**src/rtl/demux_1x8_reg_n.sv**
```systemverilog
// Registered 1-to-8 demultiplexer with per-channel FULL flags, consume strobes and occupancy count.
// Optional overwrite mode: define DEMUX_DROP_EN to always accept and count overwrites in DROP_CNT.
module demux_1x8_reg_n #(
  parameter int unsigned BITS = 4
) (
  input  logic                clock,
  input  logic                reset,
  input  logic [BITS-1:0]     DIN,
  input  logic [2:0]          SEL,
  input  logic                DIN_VALID,
  output logic                DIN_READY,
  input  logic [7:0]          RD,
  output logic [8*BITS-1:0]   Q,
  output logic [7:0]          FULL,
  output logic [3:0]          OCUP,
  output logic [7:0]          DROP_CNT
);

  logic       wr_en;
  logic [7:0] wr_mask;
  logic [7:0] rd_hit;
  logic [7:0] full_nxt;
  logic       wr_new;
  logic [3:0] rd_cnt;

`ifdef DEMUX_DROP_EN
  assign DIN_READY = !reset;
`else
  assign DIN_READY = !reset && (!FULL[SEL] || RD[SEL]);
`endif

  assign wr_en    = DIN_VALID && DIN_READY;
  assign wr_mask  = wr_en ? (8'b0000_0001 << SEL) : '0;
  assign rd_hit   = RD & FULL;
  assign full_nxt = (FULL & ~rd_hit) | wr_mask;
  // A write adds occupancy whenever its channel is empty after this cycle's reads,
  // so a same-channel write+read nets to zero and OCUP tracks popcount(FULL).
  assign wr_new   = wr_en && (!FULL[SEL] || RD[SEL]);

  always_comb begin
    rd_cnt = '0;
    for (int unsigned i = 0; i < 8; i++) begin
      rd_cnt = rd_cnt + {3'b000, rd_hit[i]};
    end
  end

  always_ff @(posedge clock) begin
    if (reset) begin
      Q    <= '0;
      FULL <= '0;
      OCUP <= '0;
    end else begin
      if (wr_en) begin
        Q[SEL*BITS +: BITS] <= DIN;
      end
      FULL <= full_nxt;
      OCUP <= OCUP + {3'b000, wr_new} - rd_cnt;
    end
  end

`ifdef DEMUX_DROP_EN
  logic overwrite;
  assign overwrite = wr_en && FULL[SEL] && !RD[SEL];

  always_ff @(posedge clock) begin
    if (reset) begin
      DROP_CNT <= '0;
    end else if (overwrite && (DROP_CNT != 8'hFF)) begin
      DROP_CNT <= DROP_CNT + 8'd1;
    end
  end
`else
  assign DROP_CNT = '0;
`endif

endmodule
```
**config.mk**
```make
export PLATFORM = sky130hd
export DESIGN_NAME = demux_1x8_reg_n
export DESIGN_NICKNAME = d
export VERILOG_FILES = /design/src/rtl/demux_1x8_reg_n.sv
export SDC_FILE = /design/constraint.sdc
export NUM_CORES = 1
export LEC_CHECK = 0
export CAP_MARGIN = 20
export CORE_MARGIN = 3
export CORE_UTILIZATION = 45
export DETAILED_ROUTE_END_ITERATION = 10
export PLACE_DENSITY = 0.84
export SLEW_MARGIN = 10
export SYNTH_ARGS = -nofsm -noshare
export SYNTH_HDL_FRONTEND = slang
export SYNTH_SLANG_ARGS = --single-unit
```
**constraint.sdc**
```tcl
create_clock -name clock -period 5.3 [get_ports clock]
set_input_delay 0.53 -clock clock [delete_from_list [all_inputs] [get_ports clock]]
set_output_delay 0.53 -clock clock [all_outputs]
set_load 0.01 [all_outputs]
```
==> results of run 1 <==
cells in the final DEF (no fill, tap or decap), drive strengths merged, types with 7 or more instances in the layout:
cell and instances:
a21oi 8, clkdlybuf4s50 62, conb 8, dfxtp 44, ha 13, inv 14, mux2i 32, nand2 14
nand2b 45, nor2b 7
per-layer routing:
| layer | routed length (µm) | part of all wire [%] | track usage [%] | vias to the layer above |
|---|---|---|---|---|
| li1 | - | - | - | 906 |
| met1 | 2390 | 46 | 23.2 | 859 |
| met2 | 2440 | 47 | 28.9 | 58 |
| met3 | 321 | 6.2 | 4.64 | 6 |
| met4 | 53 | 1.0 | 4.72 | 0 |
| met5 | 0 | 0 | 0 | - |
worst reg2reg max path: cells and delay by family, from the launching register on:
family,cells,cell delay [ps]
fa+ha+maj,6,2310
flops,1,340
xor+xnor,2,290
simple gates,2,200
buf+inv,1,40
cells in the mapped netlist (6+ instances only):
library cell               instances
sky130_fd_sc_hd__inv_1            12
sky130_fd_sc_hd__nor2b_1           7
sky130_fd_sc_hd__buf_4             8
sky130_fd_sc_hd__clkbuf_1          6
sky130_fd_sc_hd__and2_1            6
sky130_fd_sc_hd__nand4_1           6
sky130_fd_sc_hd__nand2_1          14
sky130_fd_sc_hd__dfxtp_1          44
sky130_fd_sc_hd__ha_1             13
sky130_fd_sc_hd__a21oi_1           8
sky130_fd_sc_hd__fa_1              6
sky130_fd_sc_hd__mux2i_1          32
sky130_fd_sc_hd__nand2b_1         45
cell families after synthesis:
| kind of cell | after synthesis |
|---|---|
| mux | 32 |
| simple gates | 100 |
| flops | 44 |
| buf+inv | 31 |
| fa+ha+maj | 19 |
| other cells | 1 |
| compound gates | 13 |
| xor+xnor | 3 |
report_power, final:
part           internal [mW]  total [mW]  switching (mW)
Sequential             0.340       0.346         0.00613
Clock                 0.0971       0.226           0.129
Combinational         0.0623       0.124          0.0613
Total                  0.500       0.696           0.196
flip-flops by register name, summed over array words and instances (netlist names):
| name | cells |
|---|---|
| Q | 32 |
| FULL | 8 |
| OCUP | 4 |
stage by stage:
stage / hold slack [ps] / setup WS (ps) / cells
after detailed placement: 464 / 1310 / 361
final: 478 / 1670 / 369
after global placement: 461 / 1410 / 361
after global routing: 492 / 1500 / 369
after floorplan: 493 / 1910 / 250
after CTS: 483 / 1660 / 369
cell type report:
| class | instances | share of cell area [%] |
|---|---|---|
| clock buffers | 5 | 2.25 |
| clock inverters | 3 | 0.860 |
| inverters | 12 | 1.47 |
| multi-input cells | 175 | 43.3 |
| flip-flops and latches | 44 | 28.8 |
| well taps | 67 | 2.74 |
| repair buffers | 63 | 20.5 |
worst min-delay path by stage:
stage	startpoint	end	slack, ps	cells past startpoint
after detailed placement	Q[11]$_SDFFE_PP0P_	Q[11]$_SDFFE_PP0P_	460	2
after floorplan	Q[31]$_SDFFE_PP0P_	Q[31]$_SDFFE_PP0P_	490	2
after global placement	Q[3]$_SDFFE_PP0P_	Q[3]$_SDFFE_PP0P_	460	2
after CTS	Q[11]$_SDFFE_PP0P_	Q[11]$_SDFFE_PP0P_	480	2
final	Q[8]$_SDFFE_PP0P_	Q[8]$_SDFFE_PP0P_	480	2
after global routing	Q[10]$_SDFFE_PP0P_	Q[10]$_SDFFE_PP0P_	490	2
==> impl_metrics.toml, run 1 <==
[sta]
rsz0062_at_grt = "false"
worst-slew-pin-transition_ps = 705
drv_slew = 0
fmax_mhz = 276
finalHoldViolCount = 0
final.min_clock_period_ps = 3630
finClkSkew_ps = 6.87
setup_total_negative_slack_ps = 0
finalCritPeriodShare_pct = 68.4
worst_slew_margin_rel_pct = 53.0
setup-violations-final = 0

[critical_path]
worstSetupEndpoint = "OCUP[3]$_SDFF_PP0_"
crit_path_cell_trace = "clkdlybuf4s50_1, and2_1, fa_1, fa_1, fa_1, fa_1, inv_1, ha_1, ha_1, xnor2_1, xnor2_1, nor2_1"
sort_of_element_at_the_start_of_the_critical_path = "input pin"
worst_path_largest_cell_delay_ps = 510
worst-path-max-fanout = 3
worst-endpoint-arrival_ps = 3810
critPathTopFamily = "adder cells"
worst-r2r-setup-slack_ps = 2010
cp.buffers_inverters = 2
cp.depth = 12
critical_path.endpoint_type = "flop"
timing.critical_path.mode_cell = "sky130_fd_sc_hd__fa_1"
crit_path_start = "RD[7]"
r2r_start = "FULL[7]$_SDFF_PP0_"
critPathKind = "input pin to flop"
worstRegToRegCells = 11
required_time_of_the_worst_setup_path_ps = 5490
critical-path-slowest-cell = "sky130_fd_sc_hd__fa_1"
r2r_end = "OCUP[3]$_SDFF_PP0_"

[logic_synthesis]
synth_enable_flop_cells = 0
synth_top_flop_cell = "sky130_fd_sc_hd__dfxtp_1"
post_synth_xor_area_fraction_pct = 1.13
synth_simple_gate_area_share_pct = 24.9
synth_compound_gate_area_share_pct = 3.65
yosys-mux-area-fraction_pct = 13.7
largest_family_of_logic_cells_by_synthesized_area = "simple AND/OR/NAND/NOR gates"
synth_cell_types = 26
arithmetic_cell_share_of_the_synthesized_area_counting_full_adders_half_adders_and_majority_gates_pct = 12.1
synth_largest_area_cell = "sky130_fd_sc_hd__dfxtp_1"
register_bit_total_from_synthesis = 44
synth_top_area_share_pct = 37.8
syn_inst = 243
summed_instance_area_of_the_synthesized_netlist_um2 = 2330
yosys-top-cells-area = "sky130_fd_sc_hd__dfxtp_1, sky130_fd_sc_hd__mux2i_1, sky130_fd_sc_hd__nand2b_1"
synth-async-reset-ratio_pct = 0
count_of_warnings_emitted_by_yosys = 0
synth.avg_cell_area_um2 = 9.59
ys_seq_area_share_pct = 37.8

[grt]
grt_antenna_before_repair = 0
overflow = 0
via_count_of_the_first_global_routing_pass = 1782
grt_pass1_wl_um = 8630
grtUsageTotal_pct = 17.7
grt_start_max_net_pins = 53

[hold_path]
holdCritPathClass = "flop to flop"

[die]
start_util_pct = 48.1
die_width_um = 78.0
placementRows = 25
die_h_um = 78.0
die_area_um2 = 6080
design.portCount = 71
core_area_um2 = 4850

[route]
drt_wl_total_um = 5200
route.detailed.wl_per_inst_um = 14.1
remaining_drc_errors = 0
first_iter_violations = 55
drt.antenna.violating_nets = 0
drt_pre_antenna_iters = 4
via_density = 4.96
vias = 1829

[cts]
register_clock_pin_slew_on_the_reported_worst_setup_and_hold_paths_ps = 90
numCtsBuffers = 5
number_of_buffers_inserted_by_hold_repair_at_cts = 0
tritoncts = "yes"
clock_tree.root_cell = "sky130_fd_sc_hd__clkbuf_8"
post_cts_buffers = 0
insertion_delay_ps = 300
cts.sinks = 44
h_tree_level_count = 2
post_cts.resized_instances = 0
clock_tree.buffer_depth = 2

[place]
place_congestion = 0.769
placed_area_um2 = 2960
place.port_buffers = 62
dp.final_hpwl_um = 3900

[pwr]
p_leak_nw = 1.28
vdd.ir_drop.worst_mv = 0.162
report.power.total_mw = 0.696
power.density_nw_per_um2 = 228

[run_status]
status = "completed"

[final_layout]
fill_cells = 406
postLayoutCellArea_um2 = 3060
diodes = 0
multi_input_comb_area_um2 = 1320
area_growth_pct = 31.1
ff_latch_area_um2 = 881
share_of_cells_above_drive_strength_1_pct = 3.31
final_util_pct = 63.0
nets = 338

[flow_run]
cap_violations = 0
No activity file was read; power rests on OpenSTA's default activity.
==> run 2, diff against run 1 <==
- clock period: 5.3 -> 3.4 ns (I/O delays scaled with it)
==> impl_metrics.toml, run 2 (same netlist as run 1, synthesis figures left out) <==
[run_status]
status = "completed"

[grt]
overflow = 0
grt_pass1_wl_um = 8840
grt_start_max_net_pins = 52
grt_antenna_before_repair = 0
grtUsageTotal_pct = 18.2
via_count_of_the_first_global_routing_pass = 1885

[flow_run]
cap_violations = 0

[place]
placedCellCount = 366
dp.final_hpwl_um = 3820
placed_area_um2 = 3000
place_congestion = 0.778
place.port_buffers = 62

[cts]
register_clock_pin_slew_on_the_reported_worst_setup_and_hold_paths_ps = 80
cts.sinks = 44
number_of_buffers_inserted_by_hold_repair_at_cts = 0
numCtsBuffers = 5
h_tree_level_count = 2
insertion_delay_ps = 300
clock_tree.buffer_depth = 2
clock_tree.root_cell = "sky130_fd_sc_hd__clkbuf_8"
tritoncts = "yes"

[pwr]
switching_share_pct = 24.2
power.internal_mw = 0.892
seq_power_share_pct = 45.8
report.power.total_mw = 1.18
power.density_nw_per_um2 = 373
p_leak_nw = 1.33
clkPwrFrac_pct = 37.2
netSwitchingPower_mw = 0.285
vdd.ir_drop.worst_mv = 0.192
combinationalPowerShare_pct = 17.0

[route]
drt.antenna.violating_nets = 0
drt_wl_total_um = 5210
first_iter_violations = 84
route.detailed.wl_per_inst_um = 13.9
remaining_drc_errors = 0
via_density = 5.00
vias = 1870
drt_pre_antenna_iters = 4

[final_layout]
ff_latch_area_um2 = 881
largest_reg_flops = 32
share_of_cells_above_drive_strength_1_pct = 7.49
final_util_pct = 65.0
most_frequent_standard_cell_in_the_layout_excluding_fill_and_tap_cells = "sky130_fd_sc_hd__clkdlybuf4s50_1"
area_growth_pct = 35.3
largest_regs = "Q (32), FULL (8), OCUP (4)"
postLayoutCellArea_um2 = 3150
largest_register = "Q"
diodes = 0
most-common-layout-cells = "sky130_fd_sc_hd__clkdlybuf4s50_1, sky130_fd_sc_hd__nand2b_1, sky130_fd_sc_hd__dfxtp_1, sky130_fd_sc_hd__mux2i_1, sky130_fd_sc_hd__nand2_1"
fill_cells = 369
layout.cells.non_filler = 374
multi_input_comb_area_um2 = 1350
nets = 343

[die]
design.portCount = 71
start_util_pct = 48.1
die_width_um = 78.0
core_area_um2 = 4850
placementRows = 25
die_h_um = 78.0
die_area_um2 = 6080

[sta]
finClkSkew_ps = 4.24
setup-violations-final = 0
finalHoldViolCount = 0
holdWs_ps = 458
fmax_mhz = 305
rsz0062_at_grt = "false"
final.min_clock_period_ps = 3280
drv_slew = 0
finalCritPeriodShare_pct = 96.3

[critical_path]
required_time_of_the_worst_setup_path_ps = 3580
worst-path-max-fanout = 2
sort_of_element_at_the_start_of_the_critical_path = "input pin"
worst-endpoint-arrival_ps = 3460
critical_path.endpoint_type = "flop"
critPathKind = "input pin to flop"

[hold_path]
holdCritPathClass = "input pin to flop"
run 2: worst max-delay path, cell delays in order:
cell and delay (ps):
sky130_fd_sc_hd__clkdlybuf4s50_1 470, sky130_fd_sc_hd__nand2_1 90, sky130_fd_sc_hd__fa_2 360, sky130_fd_sc_hd__inv_2 60
sky130_fd_sc_hd__fa_1 430, sky130_fd_sc_hd__fa_2 350, sky130_fd_sc_hd__fa_1 500, sky130_fd_sc_hd__inv_1 40
sky130_fd_sc_hd__ha_1 290, sky130_fd_sc_hd__ha_2 190, sky130_fd_sc_hd__xnor2_2 160, sky130_fd_sc_hd__xnor2_1 130
sky130_fd_sc_hd__nor2_1 50
run 2: per-layer routing:
layer	vias up	GRT usage, %	part of all wire [%]
li1	916	-	-
met4	0	6.99	2.2
met3	14	5.45	7.1
met2	71	28.0	45
met1	869	24.0	45
met5	-	0	0
run 2: power groups by stage:
stage | sequential (mW) | combinational, mW | clock, mW
global route | 0.541 | 0.221 | 0.469
floorplan | 0.557 | 0.113 | 0
finish | 0.539 | 0.201 | 0.437
global placement | 0.551 | 0.192 | 0
detailed placement | 0.551 | 0.197 | 0
CTS | 0.539 | 0.202 | 0.447
run 2: area by class of cell:
cell class                 instances  share of cell area, %
clock buffer                       7                   3.06
clock inverter                     1                  0.952
inverter                          12                   1.43
multi-input combinational        175                   42.7
sequential                        44                   27.9
tap                               67                   2.66
timing repair buffer              68                   21.3
run 2: timing repair:
item / in CTS / in global routing
gates resized for setup: 4 / 6
setup buffers: 0 / 0
pin swaps: 5 / 2
endpoints found under the setup margin: 1 / 1
run 2: worst paths after layout:
kind                       from  cells past startpoint  slack (ps)                 end
max                       RD[5]                     13         120  OCUP[3]$_SDFF_PP0_
min                       RD[4]                      3         460  FULL[4]$_SDFF_PP0_
max reg2reg  FULL[4]$_SDFF_PP0_                     12         240  OCUP[3]$_SDFF_PP0_
min reg2reg   Q[9]$_SDFFE_PP0P_                      2         470   Q[9]$_SDFFE_PP0P_
run 2: stage by stage:
stage               TNS, ps  worst slack (ps)
finish                    0               125
global route              0              9.48
CTS                       0              5.18
detailed placement     -643              -396
global placement       -474              -300
floorplan                 0               164
==> run 3, diff against run 2 <==
- CTS_CLUSTER_DIAMETER: not set -> 120
==> results of run 3 <==
Same layout as run 2: the final DEF is identical, and so are final timing and power.
